**config.mk**
```make
export PLATFORM = sky130hd
export DESIGN_NAME = window_mult_sched
export DESIGN_NICKNAME = d
export VERILOG_FILES = /design/src/rtl/window_mult_sched.sv
export SDC_FILE = /design/constraint.sdc
export NUM_CORES = 1
export LEC_CHECK = 0
export CAP_MARGIN = 25
export CORE_MARGIN = 2
export CORE_UTILIZATION = 33
export CTS_CLUSTER_SIZE = 16
export DETAILED_ROUTE_END_ITERATION = 10
export GPL_TIMING_DRIVEN = 0
export PLACE_DENSITY = 0.87
export SYNTH_ARGS = -nofsm -noshare
export SYNTH_HDL_FRONTEND = slang
export SYNTH_SLANG_ARGS = --single-unit
```
**constraint.sdc**
```tcl
create_clock -name clk -period 3.6 [get_ports clk]
set_input_delay 0.72 -clock clk [delete_from_list [all_inputs] [get_ports clk]]
set_output_delay 0.72 -clock clk [all_outputs]
set_load 0.02 [all_outputs]
```
**src/rtl/window_mult_sched.sv**
```systemverilog
// Windowing scheduler: pairs stream samples with ROM coefficients; results emerge PIPE_NUM enabled cycles later.
// Backpressure: m_tready low with m_tvalid high freezes the multiplier pipe and tags, and drops s_tready.
package axis_pkg;
  typedef struct packed {
    logic signed [15:0] re;
    logic signed [15:0] im;
  } sample_t_int;
endpackage

module window_mult_sched
  import axis_pkg::*;
#(
  parameter int PIPE_NUM  = 10,
  parameter int FRAME_LEN = 1024,
  parameter int SYMMETRIC = 0,
  localparam int ADDR_W   = (SYMMETRIC != 0) ? $clog2(FRAME_LEN) - 1 : $clog2(FRAME_LEN)
) (
  input  logic              clk,
  input  logic              rst,
  input  logic              cfg_en,
  input  sample_t_int       s_tdata,
  input  logic              s_tvalid,
  input  logic              s_tlast,
  output logic              s_tready,
  output logic [ADDR_W-1:0] coef_addr,
  input  sample_t_int       coef_data,
  output logic              mult_en,
  output sample_t_int       mult_a,
  output sample_t_int       mult_b,
  input  sample_t_int       mult_z,
  output sample_t_int       m_tdata,
  output logic              m_tvalid,
  output logic              m_tlast,
  input  logic              m_tready,
  output logic              frame_err,
  output logic              busy
);

  localparam int CNT_W = $clog2(FRAME_LEN);
  localparam logic [CNT_W-1:0] CNT_MAX  = CNT_W'(FRAME_LEN - 1);
  localparam logic [CNT_W-1:0] CNT_HALF = CNT_W'(FRAME_LEN / 2);

  typedef enum logic [1:0] {
    IDLE  = 2'd0,
    RUN   = 2'd1,
    DRAIN = 2'd2
  } state_t;

  state_t              state_q, state_d;
  logic [CNT_W-1:0]    cnt_q, cnt_d;
  logic [PIPE_NUM-1:0] vld_sr_q, vld_sr_d;
  logic [PIPE_NUM-1:0] last_sr_q, last_sr_d;
  logic                frame_err_q, frame_err_d;
  logic                accept;
  logic                at_max;

  always_ff @(posedge clk) begin
    if (rst) begin
      state_q     <= IDLE;
      cnt_q       <= '0;
      vld_sr_q    <= '0;
      last_sr_q   <= '0;
      frame_err_q <= 1'b0;
    end else begin
      state_q     <= state_d;
      cnt_q       <= cnt_d;
      vld_sr_q    <= vld_sr_d;
      last_sr_q   <= last_sr_d;
      frame_err_q <= frame_err_d;
    end
  end

  always_comb begin
    mult_en  = ~(vld_sr_q[PIPE_NUM-1] & ~m_tready);
    s_tready = mult_en & (state_q == RUN);
    accept   = s_tvalid & s_tready;
    at_max   = (cnt_q == CNT_MAX);

    // A tlast or a full count both close the frame, so a bad length resyncs on the next sample.
    cnt_d = cnt_q;
    if (accept) begin
      cnt_d = (s_tlast | at_max) ? '0 : cnt_q + 1'b1;
    end
    frame_err_d = accept & (s_tlast ^ at_max);

    vld_sr_d  = vld_sr_q;
    last_sr_d = last_sr_q;
    if (mult_en) begin
      vld_sr_d  = (vld_sr_q << 1) | PIPE_NUM'(accept);
      last_sr_d = (last_sr_q << 1) | PIPE_NUM'(accept & s_tlast);
    end

    state_d = state_q;
    unique case (state_q)
      IDLE:    if (cfg_en) state_d = RUN;
      RUN:     if (!cfg_en && (cnt_d == '0)) state_d = DRAIN;
      DRAIN:   if (vld_sr_q == '0) state_d = IDLE;
      default: state_d = IDLE;
    endcase
  end

  generate
    if (SYMMETRIC != 0) begin : g_sym
      logic [CNT_W-1:0] mirror;
      assign mirror    = CNT_MAX - cnt_q;
      assign coef_addr = (cnt_q < CNT_HALF) ? cnt_q[ADDR_W-1:0] : mirror[ADDR_W-1:0];
    end else begin : g_full
      assign coef_addr = cnt_q;
    end
  endgenerate

  assign mult_a    = s_tdata;
  assign mult_b    = coef_data;
  assign m_tdata   = mult_z;
  assign m_tvalid  = vld_sr_q[PIPE_NUM-1];
  assign m_tlast   = last_sr_q[PIPE_NUM-1];
  assign frame_err = frame_err_q;
  assign busy      = (state_q != IDLE);

endmodule

```
==> flow_metrics.env, run 1 <==
export IMPL_run_status="finished, final reports clean"
export IMPL_r2r_cells=11
export IMPL_worstPathArrival_ns=2.64
export IMPL_io_pins=214
export IMPL_fin_skew_ns=0.003915
export IMPL_synthFlopType="dfxtp_1"
export IMPL_dpl_hpwl_um=5112
export IMPL_grt_usage_pct=14.75
export IMPL_peakVddDrop_v=0.0001544
export IMPL_rows=30
export IMPL_final_setup_tns_ns=0
export IMPL_vias=2259
export IMPL_rr_endpoint="state_q[0]"
export IMPL_die_y_um=86.80
export IMPL_finalMaxSlewViolations=0
export IMPL_fin_crit_ns=3.364
export IMPL_min_period_over_period_pct=93.46
export IMPL_clockBufferDepth=2
export IMPL_setup_violations=0
export IMPL_yosys_warnings=0
export IMPL_numCtsBuffers=5
export IMPL_synth_edf_count=0
export IMPL_synth_seq_cells=33
export IMPL_synth_top_area_share_pct=31.86
export IMPL_crit_fanout=10
export IMPL_cts_sinks=33
export IMPL_first_iter_violations=100
export IMPL_power_density_nw_per_um2=293.2
export IMPL_port_buffer_count=116
export IMPL_die_x_um=86.80
export IMPL_grt_pass1_vias=2039
export IMPL_cp_data_required_time_ns=2.88
export IMPL_postRouteAntennaNets=0
export IMPL_netlist_instances=290
export IMPL_hold_class="flip-flop to flip-flop"
export IMPL_cts_hold_buf=0
export IMPL_startpoint="m_tready"
export IMPL_drc=0
export IMPL_grt_antenna_before_repair=0
export IMPL_synth_distinct_cells=45
export IMPL_grt_overflow_total=0
export IMPL_gp_congestion=0.8406
export IMPL_die_area_um2=7533
export IMPL_crit_path_end_kind="output port"
export IMPL_power_total_mw=1.068
export IMPL_synth_area_leaders="buf_4 32%, dfxtp_1 29%, nand2_1 7.6%"
export IMPL_p_leak_nw=1.486
export IMPL_clk_pin_slew_worst_paths_ns=0.07
export IMPL_wl_per_cell_um=12.49
export IMPL_htreeDepth=2
export IMPL_antennaDiodeCount=0
export IMPL_placeableCoreArea_um2=6719
export IMPL_via_per_inst=4.573
export IMPL_syn_avg_cell_area_um2=7.801
export IMPL_hold_viol_final=0
export IMPL_worstMarginPinSlew_ns=0.4959
export IMPL_syn_cell_area_um2=2262
export IMPL_r2r_slack_ns=0.96
export IMPL_synthMostInstantiatedCell="buf_4"
export IMPL_cp_start_kind="input port"
export IMPL_num_nets_final=518
export IMPL_maxCapViolations=0
export IMPL_post_cts_buffers=0
export IMPL_fillerInstances=625
export IMPL_crit_path_end="mult_en"
export IMPL_crit_type="input port to output port"
export IMPL_rr_startpoint="coef_addr[1]"
export IMPL_initial_core_util_pct=33.67
export IMPL_ys_seq_area_share_pct=29.20
export IMPL_syn_num_nets=395
export IMPL_synthToLayoutAreaGrowth_pct=61.06
export IMPL_insertion_delay_ns=0.29
export IMPL_grt_max_degree=12
export IMPL_async_flop_share_pct=0
export IMPL_fmax_mhz=297.2
export IMPL_cts_tree="done"
export IMPL_drive_above_1_share_pct=28.74
export IMPL_synth_common_cells="96 x buf_4, 46 x nand2_1, 33 x dfxtp_1"
export IMPL_postCtsResizedCells=0
export IMPL_wirelength_um=6171
export IMPL_root_buffer="clkbuf_8"
export IMPL_yosysTopAreaCell="buf_4"
export IMPL_first_pass_iters=4
export IMPL_slew_limit_headroom_pct=66.94
export IMPL_rsz0062_at_grt="false"
export IMPL_grt_pass1_wl_um=8928
[flip-flops by register name, summed over array words and instances, names as in the netlist]
signal and count:
coef_addr 10, frame_err 1, last_sr_q 10, state_q 2, vld_sr_q 10
[stage by stage]
stage	utilization (%)	setup slack [ns]	area [um2]	cells	hold WS, ns
final	54.23	0.2356	3643	494	0.4558
after global routing	54.23	0.1007	3643	494	0.4715
after CTS	54.23	0.2323	3643	494	0.4572
after detailed placement	52.44	0.2422	3523	486	0.4464
after global placement	52.44	0.2602	3523	486	0.4396
after floorplan	-	1.255	2262	290	0.4321
[how the worst min path moves through the flow]
stage,from,end,slack [ns],cells after the start
after floorplan,last_sr_q[1],last_sr_q[1],0.43,2
after global placement,last_sr_q[4],last_sr_q[4],0.44,2
after detailed placement,last_sr_q[6],last_sr_q[6],0.45,2
after CTS,last_sr_q[6],last_sr_q[6],0.46,2
after global routing,last_sr_q[4],last_sr_q[4],0.47,2
final,last_sr_q[6],last_sr_q[6],0.46,2
[critical path, stage by stage]
cell	delay [ns]
clkdlybuf4s50_1	0.51
nor2b_4	0.07
inv_2	0.08
buf_2	0.21
buf_1	0.37
clkdlybuf4s50_1	0.69
[routing by layer]
metal / share of wire [%] / track usage, % / vias to the layer above / wire, um
met2: 57 / 29.22 / 107 / 3514
met5: 0 / 0 / - / 0
li1: - / - / 1109 / -
met1: 35 / 14.54 / 1035 / 2133
met4: 1.0 / 5.114 / 0 / 62
met3: 7.5 / 3.714 / 8 / 461
[power breakdown]
group | internal, mW | total (mW) | switching, mW
logic | 0.185 | 0.323 | 0.138
clock network | 0.225 | 0.369 | 0.144
registers | 0.369 | 0.376 | 0.00649
[final cells by class]
class	instances	area, um2	share of cell area (%)
Sequential cell	33	660.6	18.13
Inverter	3	11.26	0.3091
Clock buffer	6	82.58	2.266
Timing Repair Buffer	116	1161	31.87
Buffer	106	772.0	21.19
Clock inverter	2	37.54	1.030
Multi-Input combinational cell	148	818.3	22.46
Tap cell	80	100.1	2.747
[cell families after synthesis]
family,after synthesis,synth area share (%)
XOR/XNOR,1,0.3872
multiplexers,2,0.8850
buffers and inverters,109,34.62
AO/OA/AOI/OAI,44,11.39
AND/OR/NAND/NOR,98,21.85
adder cells (fa/ha/maj),3,1.659
flip-flops,33,29.20
[placed cells by master (no fill, tap or decap), types with 2 or more instances in the layout]
master / instances
a21oi_1: 27
a22oi_1: 3
buf_2: 2
buf_4: 96
clkbuf_1: 6
clkbuf_8: 6
clkdlybuf4s50_1: 116
dfxtp_1: 33
ha_1: 3
inv_1: 2
mux2i_1: 2
nand2_1: 46
nand3_1: 9
nand4_1: 4
nor2_1: 14
nor2b_1: 2
nor2b_4: 2
nor3_1: 3
nor3b_1: 2
nor4_1: 2
o21ai_0: 4
o21ai_1: 2
or3_1: 2
Note: power is estimated with default switching activity, not from simulation.
==> run 2: changes to the inputs <==
CORE_ASPECT_RATIO = 0.6   (was default)
==> run 2 against run 1 <==
  * Final area rose by 1.7%
  * First-iteration DRC count rose by 46%
  * Combinational power barely moved
  * Fmax fell by 1.6%
  * Final cell count rose by 1.4%
  * Non-clock buffer count did not move
  * Worst hold slack got worse by 0.0075 ns
  * Clock skew rose by 0.0053 ns
  * Wire length rose by 4.7%
  * Utilization rose by 1.5 points
  * Power rose by 13%
  * Worst setup slack got worse by 0.054 ns
  * Largest power group is now clock
==> flow_metrics.env, run 2 (synthesis results as in run 1) <==
export IMPL_run_status="finished, final reports clean"
export IMPL_postRouteAntennaNets=0
export IMPL_fmax_mhz=292.5
export IMPL_clockBufferDepth=2
export IMPL_cp_top_family="buffers and inverters"
export IMPL_min_period_over_period_pct=94.95
export IMPL_worst_path_most_repeated_cell="clkdlybuf4s50_1"
export IMPL_crit_fanout=10
export IMPL_dp_cells=493
export IMPL_grt_pass1_wl_um=9308
export IMPL_die_x_um=110.9
export IMPL_initial_core_util_pct=34.03
export IMPL_worstMarginPinSlew_ns=0.4992
export IMPL_power_total_mw=1.204
export IMPL_first_iter_violations=146
export IMPL_wl_per_cell_um=12.90
export IMPL_cp_start_kind="input port"
export IMPL_post_cts_buffers=0
export IMPL_grt_antenna_before_repair=0
export IMPL_final_cell_count_no_fill=501
export IMPL_crit_chain="clkdlybuf4s50_1 -> nor2b_4 -> inv_2 -> buf_2 -> buf_1 -> clkdlybuf4s50_1"
export IMPL_cp_data_required_time_ns=2.88
export IMPL_holdWs_ns=0.4482
export IMPL_hold_viol_final=0
export IMPL_clk_pin_slew_worst_paths_ns=0.05
export IMPL_rr_startpoint="coef_addr[0]"
export IMPL_hold_class="flip-flop to flip-flop"
export IMPL_root_buffer="clkbuf_16"
export IMPL_htreeDepth=2
export IMPL_first_pass_iters=4
export IMPL_wirelength_um=6461
export IMPL_grt_overflow_total=0
export IMPL_peakVddDrop_v=0.0002268
export IMPL_power_density_nw_per_um2=325.0
export IMPL_worst_path_buf_inv=5
export IMPL_worstPathArrival_ns=2.70
export IMPL_dpl_hpwl_um=5172
export IMPL_gp_congestion=0.9109
export IMPL_io_pins=214
export IMPL_rr_endpoint="state_q[0]"
export IMPL_min_from="last_sr_q[8]"
export IMPL_via_per_inst=4.467
export IMPL_postCtsResizedCells=0
export IMPL_rows=23
export IMPL_hold_path_endpoint="last_sr_q[8]"
export IMPL_die_area_um2=7555
export IMPL_fin_crit_ns=3.418
export IMPL_cts_hold_buf=0
export IMPL_hold_path_cell_count=2
export IMPL_r2r_cells=11
export IMPL_grt_pass1_vias=1884
export IMPL_r2r_slack_ns=0.92
export IMPL_drc=0
export IMPL_cts_sinks=33
export IMPL_numCtsBuffers=5
export IMPL_insertion_delay_ns=0.28
export IMPL_crit_path_end_kind="output port"
export IMPL_fin_skew_ns=0.009170
export IMPL_final_core_util_pct=55.73
export IMPL_finalMaxSlewViolations=0
export IMPL_most_common_layout_cells="116 x clkdlybuf4s50_1, 96 x buf_4, 46 x nand2_1"
export IMPL_num_nets_final=518
export IMPL_setup_violations=0
export IMPL_grt_max_degree=11
export IMPL_maxCapViolations=0
export IMPL_grt_usage_pct=15.42
export IMPL_final_setup_tns_ns=0
export IMPL_cts_tree="done"
export IMPL_crit_type="input port to output port"
export IMPL_slew_limit_headroom_pct=66.72
export IMPL_slowest_stage="clkdlybuf4s50_1"
export IMPL_critPathMaxStageDelay_ns=0.70
export IMPL_die_y_um=68.14
export IMPL_port_buffer_count=116
export IMPL_rsz0062_at_grt="false"
export IMPL_vias=2238
export IMPL_p_leak_nw=1.513
export IMPL_antennaDiodeCount=0
export IMPL_synthToLayoutAreaGrowth_pct=63.77
export IMPL_drive_above_1_share_pct=28.50
export IMPL_placeableCoreArea_um2=6648
export IMPL_final_common_cell="clkdlybuf4s50_1"
-- run 2: cell count changes in the layout (fill, tap and decap cells not counted), sizes merged --
cell and change:
clkbuf +1, clkinvlp -1
-- run 2: how the worst max path moves through the flow --
stage	startpoint	to	cells past startpoint
after floorplan	coef_addr[0]	state_q[0]	11
after global placement	m_tready	mult_en	6
after detailed placement	m_tready	mult_en	6
after CTS	m_tready	mult_en	6
after global routing	m_tready	mult_en	6
final	m_tready	mult_en	6
-- run 2: final cells by class --
cell class              instances  area (um2)
fillers                       570        2943
repair buffers                116        1161
multi-input cells             148       818.3
plain buffers                 106       772.0
flip-flops and latches         33       660.6
clock buffers                   7       142.6
well taps                      87       108.9
clock inverters                 1       30.03
inverters                       3       11.26
-- run 2: where the power goes --
group,internal [mW],switching (mW),total [mW]
Combinational,0.185,0.141,0.326
Sequential,0.370,0.00681,0.377
Clock,0.345,0.156,0.502
Total,0.900,0.304,1.20
-- run 2: per-stage QoR --
stage	area [um2]	worst slack, ns
4_1_cts	3705	0.2061
6_report	3705	0.1817
3_5_place_dp	3532	0.2110
3_3_place_gp	3532	0.2375
2_1_floorplan	2262	1.255
5_1_grt	3705	0.1018
-- run 2: tightest hold or removal path, delay by kind of cell (launching register included) --
| family | cells | cell delay [ns] |
|---|---|---|
| AO/OA/AOI/OAI | 1 | 0.05 |
| AND/OR/NAND/NOR | 1 | 0.05 |
| flip-flops | 1 | 0.30 |
-- run 2: per-layer routing --
| layer | part of all wire [%] | track usage, % |
|---|---|---|
| met1 | 42 | 20.89 |
| met2 | 50 | 23.47 |
| met3 | 7.0 | 3.986 |
| met4 | 1.2 | 6.719 |
| met5 | 0 | 0 |
==> run 3: changes to the inputs <==
CORE_MARGIN = default   (was 2)
TNS_END_PERCENT = 100   (was default)
clock period = 4.2 ns   (was 3.6 ns; I/O delays follow)
==> run 3 against run 2 <==
  * Die area fell by 4.7%
  * First-iteration DRC count fell by 2.7%
  * Clock-buffer cell count fell by 2
  * Power fell by 11%
  * Wire length rose by 2.7%
  * Critical path type unchanged
  * Largest cell class unchanged
==> flow_metrics.env, run 3 (synthesis results as in run 1) <==
export IMPL_run_status="finished, final reports clean"
export IMPL_final_setup_tns_ns=0
export IMPL_rr_startpoint="coef_addr[0]"
export IMPL_cts_sinks=33
export IMPL_grt_antenna_before_repair=0
export IMPL_most_common_layout_cells="116 x clkdlybuf4s50_1, 96 x buf_4, 46 x nand2_1"
export IMPL_rr_endpoint="state_q[0]"
export IMPL_maxCapViolations=0
export IMPL_die_area_um2=7201
export IMPL_slew_limit_headroom_pct=65.53
export IMPL_hold_path_endpoint="last_sr_q[4]"
export IMPL_cts_tree="done"
export IMPL_cp_data_required_time_ns=3.36
export IMPL_grt_usage_pct=17.33
export IMPL_wirelength_um=6635
export IMPL_pwr_share_clk_pct=43.8
export IMPL_switching_share_pct=24.16
export IMPL_antennaDiodeCount=0
export IMPL_pwr_share_comb_pct=26.1
export IMPL_crit_path_end_kind="output port"
export IMPL_rows=22
export IMPL_cts_hold_buf=0
export IMPL_first_iter_violations=142
export IMPL_final_common_cell="clkdlybuf4s50_1"
export IMPL_initial_core_util_pct=35.58
export IMPL_crit_fanout=10
export IMPL_slowest_stage="clkdlybuf4s50_1"
export IMPL_critPathMaxStageDelay_ns=0.68
export IMPL_crit_chain="clkdlybuf4s50_1 -> nor2b_4 -> inv_2 -> buf_2 -> buf_1 -> clkdlybuf4s50_1"
export IMPL_postRouteAntennaNets=0
export IMPL_grt_pass1_vias=1938
export IMPL_r2r_cells=10
export IMPL_numCtsBuffers=5
export IMPL_port_buffer_count=116
export IMPL_wl_per_cell_um=13.32
export IMPL_htreeDepth=2
export IMPL_synthToLayoutAreaGrowth_pct=64.38
export IMPL_rsz0062_at_grt="false"
export IMPL_peakVddDrop_v=0.0001720
export IMPL_insertion_delay_ns=0.27
export IMPL_crit_type="input port to output port"
export IMPL_grt_pass1_wl_um=9591
export IMPL_min_period_over_period_pct=85.54
export IMPL_dp_cells=490
export IMPL_fin_crit_ns=3.593
export IMPL_cp_top_family="buffers and inverters"
export IMPL_finalMaxSlewViolations=0
export IMPL_worst_path_buf_inv=5
export IMPL_hold_viol_final=0
export IMPL_postCtsResizedCells=0
export IMPL_final_cell_count_no_fill=498
export IMPL_post_cts_buffers=0
export IMPL_die_x_um=108.9
export IMPL_placeableCoreArea_um2=6359
export IMPL_io_pins=214
export IMPL_via_per_inst=4.472
export IMPL_cp_start_kind="input port"
export IMPL_drc=0
export IMPL_drive_above_1_share_pct=28.74
export IMPL_r2r_slack_ns=1.53
export IMPL_setup_violations=0
export IMPL_fin_skew_ns=0.006181
export IMPL_first_pass_iters=4
export IMPL_grt_overflow_total=0
export IMPL_power_frac_seq_pct=30.1
export IMPL_p_leak_nw=1.523
export IMPL_die_y_um=66.14
export IMPL_clockBufferDepth=2
export IMPL_grt_max_degree=12
export IMPL_gp_congestion=0.9179
export IMPL_hold_path_cell_count=2
export IMPL_power_switching_mw=0.2593
export IMPL_min_from="last_sr_q[4]"
export IMPL_root_buffer="clkbuf_16"
export IMPL_dpl_hpwl_um=5506
export IMPL_clk_pin_slew_worst_paths_ns=0.05
export IMPL_p_int_mw=0.8140
export IMPL_vias=2227
export IMPL_worst_path_most_repeated_cell="clkdlybuf4s50_1"
export IMPL_worstMarginPinSlew_ns=0.5170
export IMPL_num_nets_final=518
export IMPL_power_density_nw_per_um2=288.6
export IMPL_fmax_mhz=278.3
export IMPL_hold_class="flip-flop to flip-flop"
export IMPL_worstPathArrival_ns=2.75
-- run 3: cell types whose count changed in the layout (fill, tap and decap cells not counted), sizes merged --
| cell | previous run | this run |
|---|---|---|
| clkinv | 0 | 1 |
| clkbuf | 13 | 11 |
| bufinv | 1 | 2 |
-- run 3: cell type report --
cell class                 count  area, um2
buffer                       106      772.0
clock buffer                   5      125.1
sequential                    33      660.6
fill                         552       2640
inverter                       3      11.26
multi-input combinational    148      818.3
clock inverter                 3      65.06
tap                           84      105.1
timing repair buffer         116       1161
-- run 3: metal layers --
layer | track usage, % | part of all wire, % | routed length (um) | up-vias
li1 | - | - | - | 1112
met1 | 25.92 | 46 | 3032 | 1025
met2 | 25.24 | 48 | 3188 | 85
met3 | 3.645 | 5.8 | 383 | 5
met4 | 3.041 | 0.45 | 30 | 0
met5 | 0 | 0 | 0 | -
-- run 3: power by group through the flow --
stage	combinational, mW	sequential, mW	clock [mW]
5_1_grt	0.294	0.324	0.494
3_3_place_gp	0.277	0.329	0
4_1_cts	0.282	0.323	0.475
6_report	0.280	0.323	0.470
2_1_floorplan	0.168	0.329	0
3_5_place_dp	0.281	0.330	0
-- run 3: worst max path at each step --
stage	startpoint	to	slack, ns	cells after the start
2_1_floorplan	m_tready	s_tready	1.76	3
3_3_place_gp	m_tready	mult_en	0.61	6
3_5_place_dp	m_tready	mult_en	0.62	6
4_1_cts	m_tready	mult_en	0.62	6
5_1_grt	m_tready	mult_en	0.48	6
6_report	m_tready	mult_en	0.61	6
-- run 3: per-stage QoR --
step / instance area [um2] / utilization, % / total power [mW] / hold WS, ns / worst slack [ns]
6_report: 3719 / 58.48 / 1.073 / 0.4490 / 0.6073
5_1_grt: 3719 / 58.48 / 1.112 / 0.4736 / 0.4750
4_1_cts: 3719 / 58.48 / 1.079 / 0.4512 / 0.6153
3_5_place_dp: 3528 / 55.49 / 0.6108 / 0.4437 / 0.6206
3_3_place_gp: 3528 / 55.49 / 0.6066 / 0.4385 / 0.6081
2_1_floorplan: 2262 / - / 0.4966 / 0.4321 / 1.763
-- run 3: worst min-delay path: stages, from the launching register on --
cell and delay (ns):
dfxtp_1 0.30, nand2_1 0.05, a21oi_1 0.05
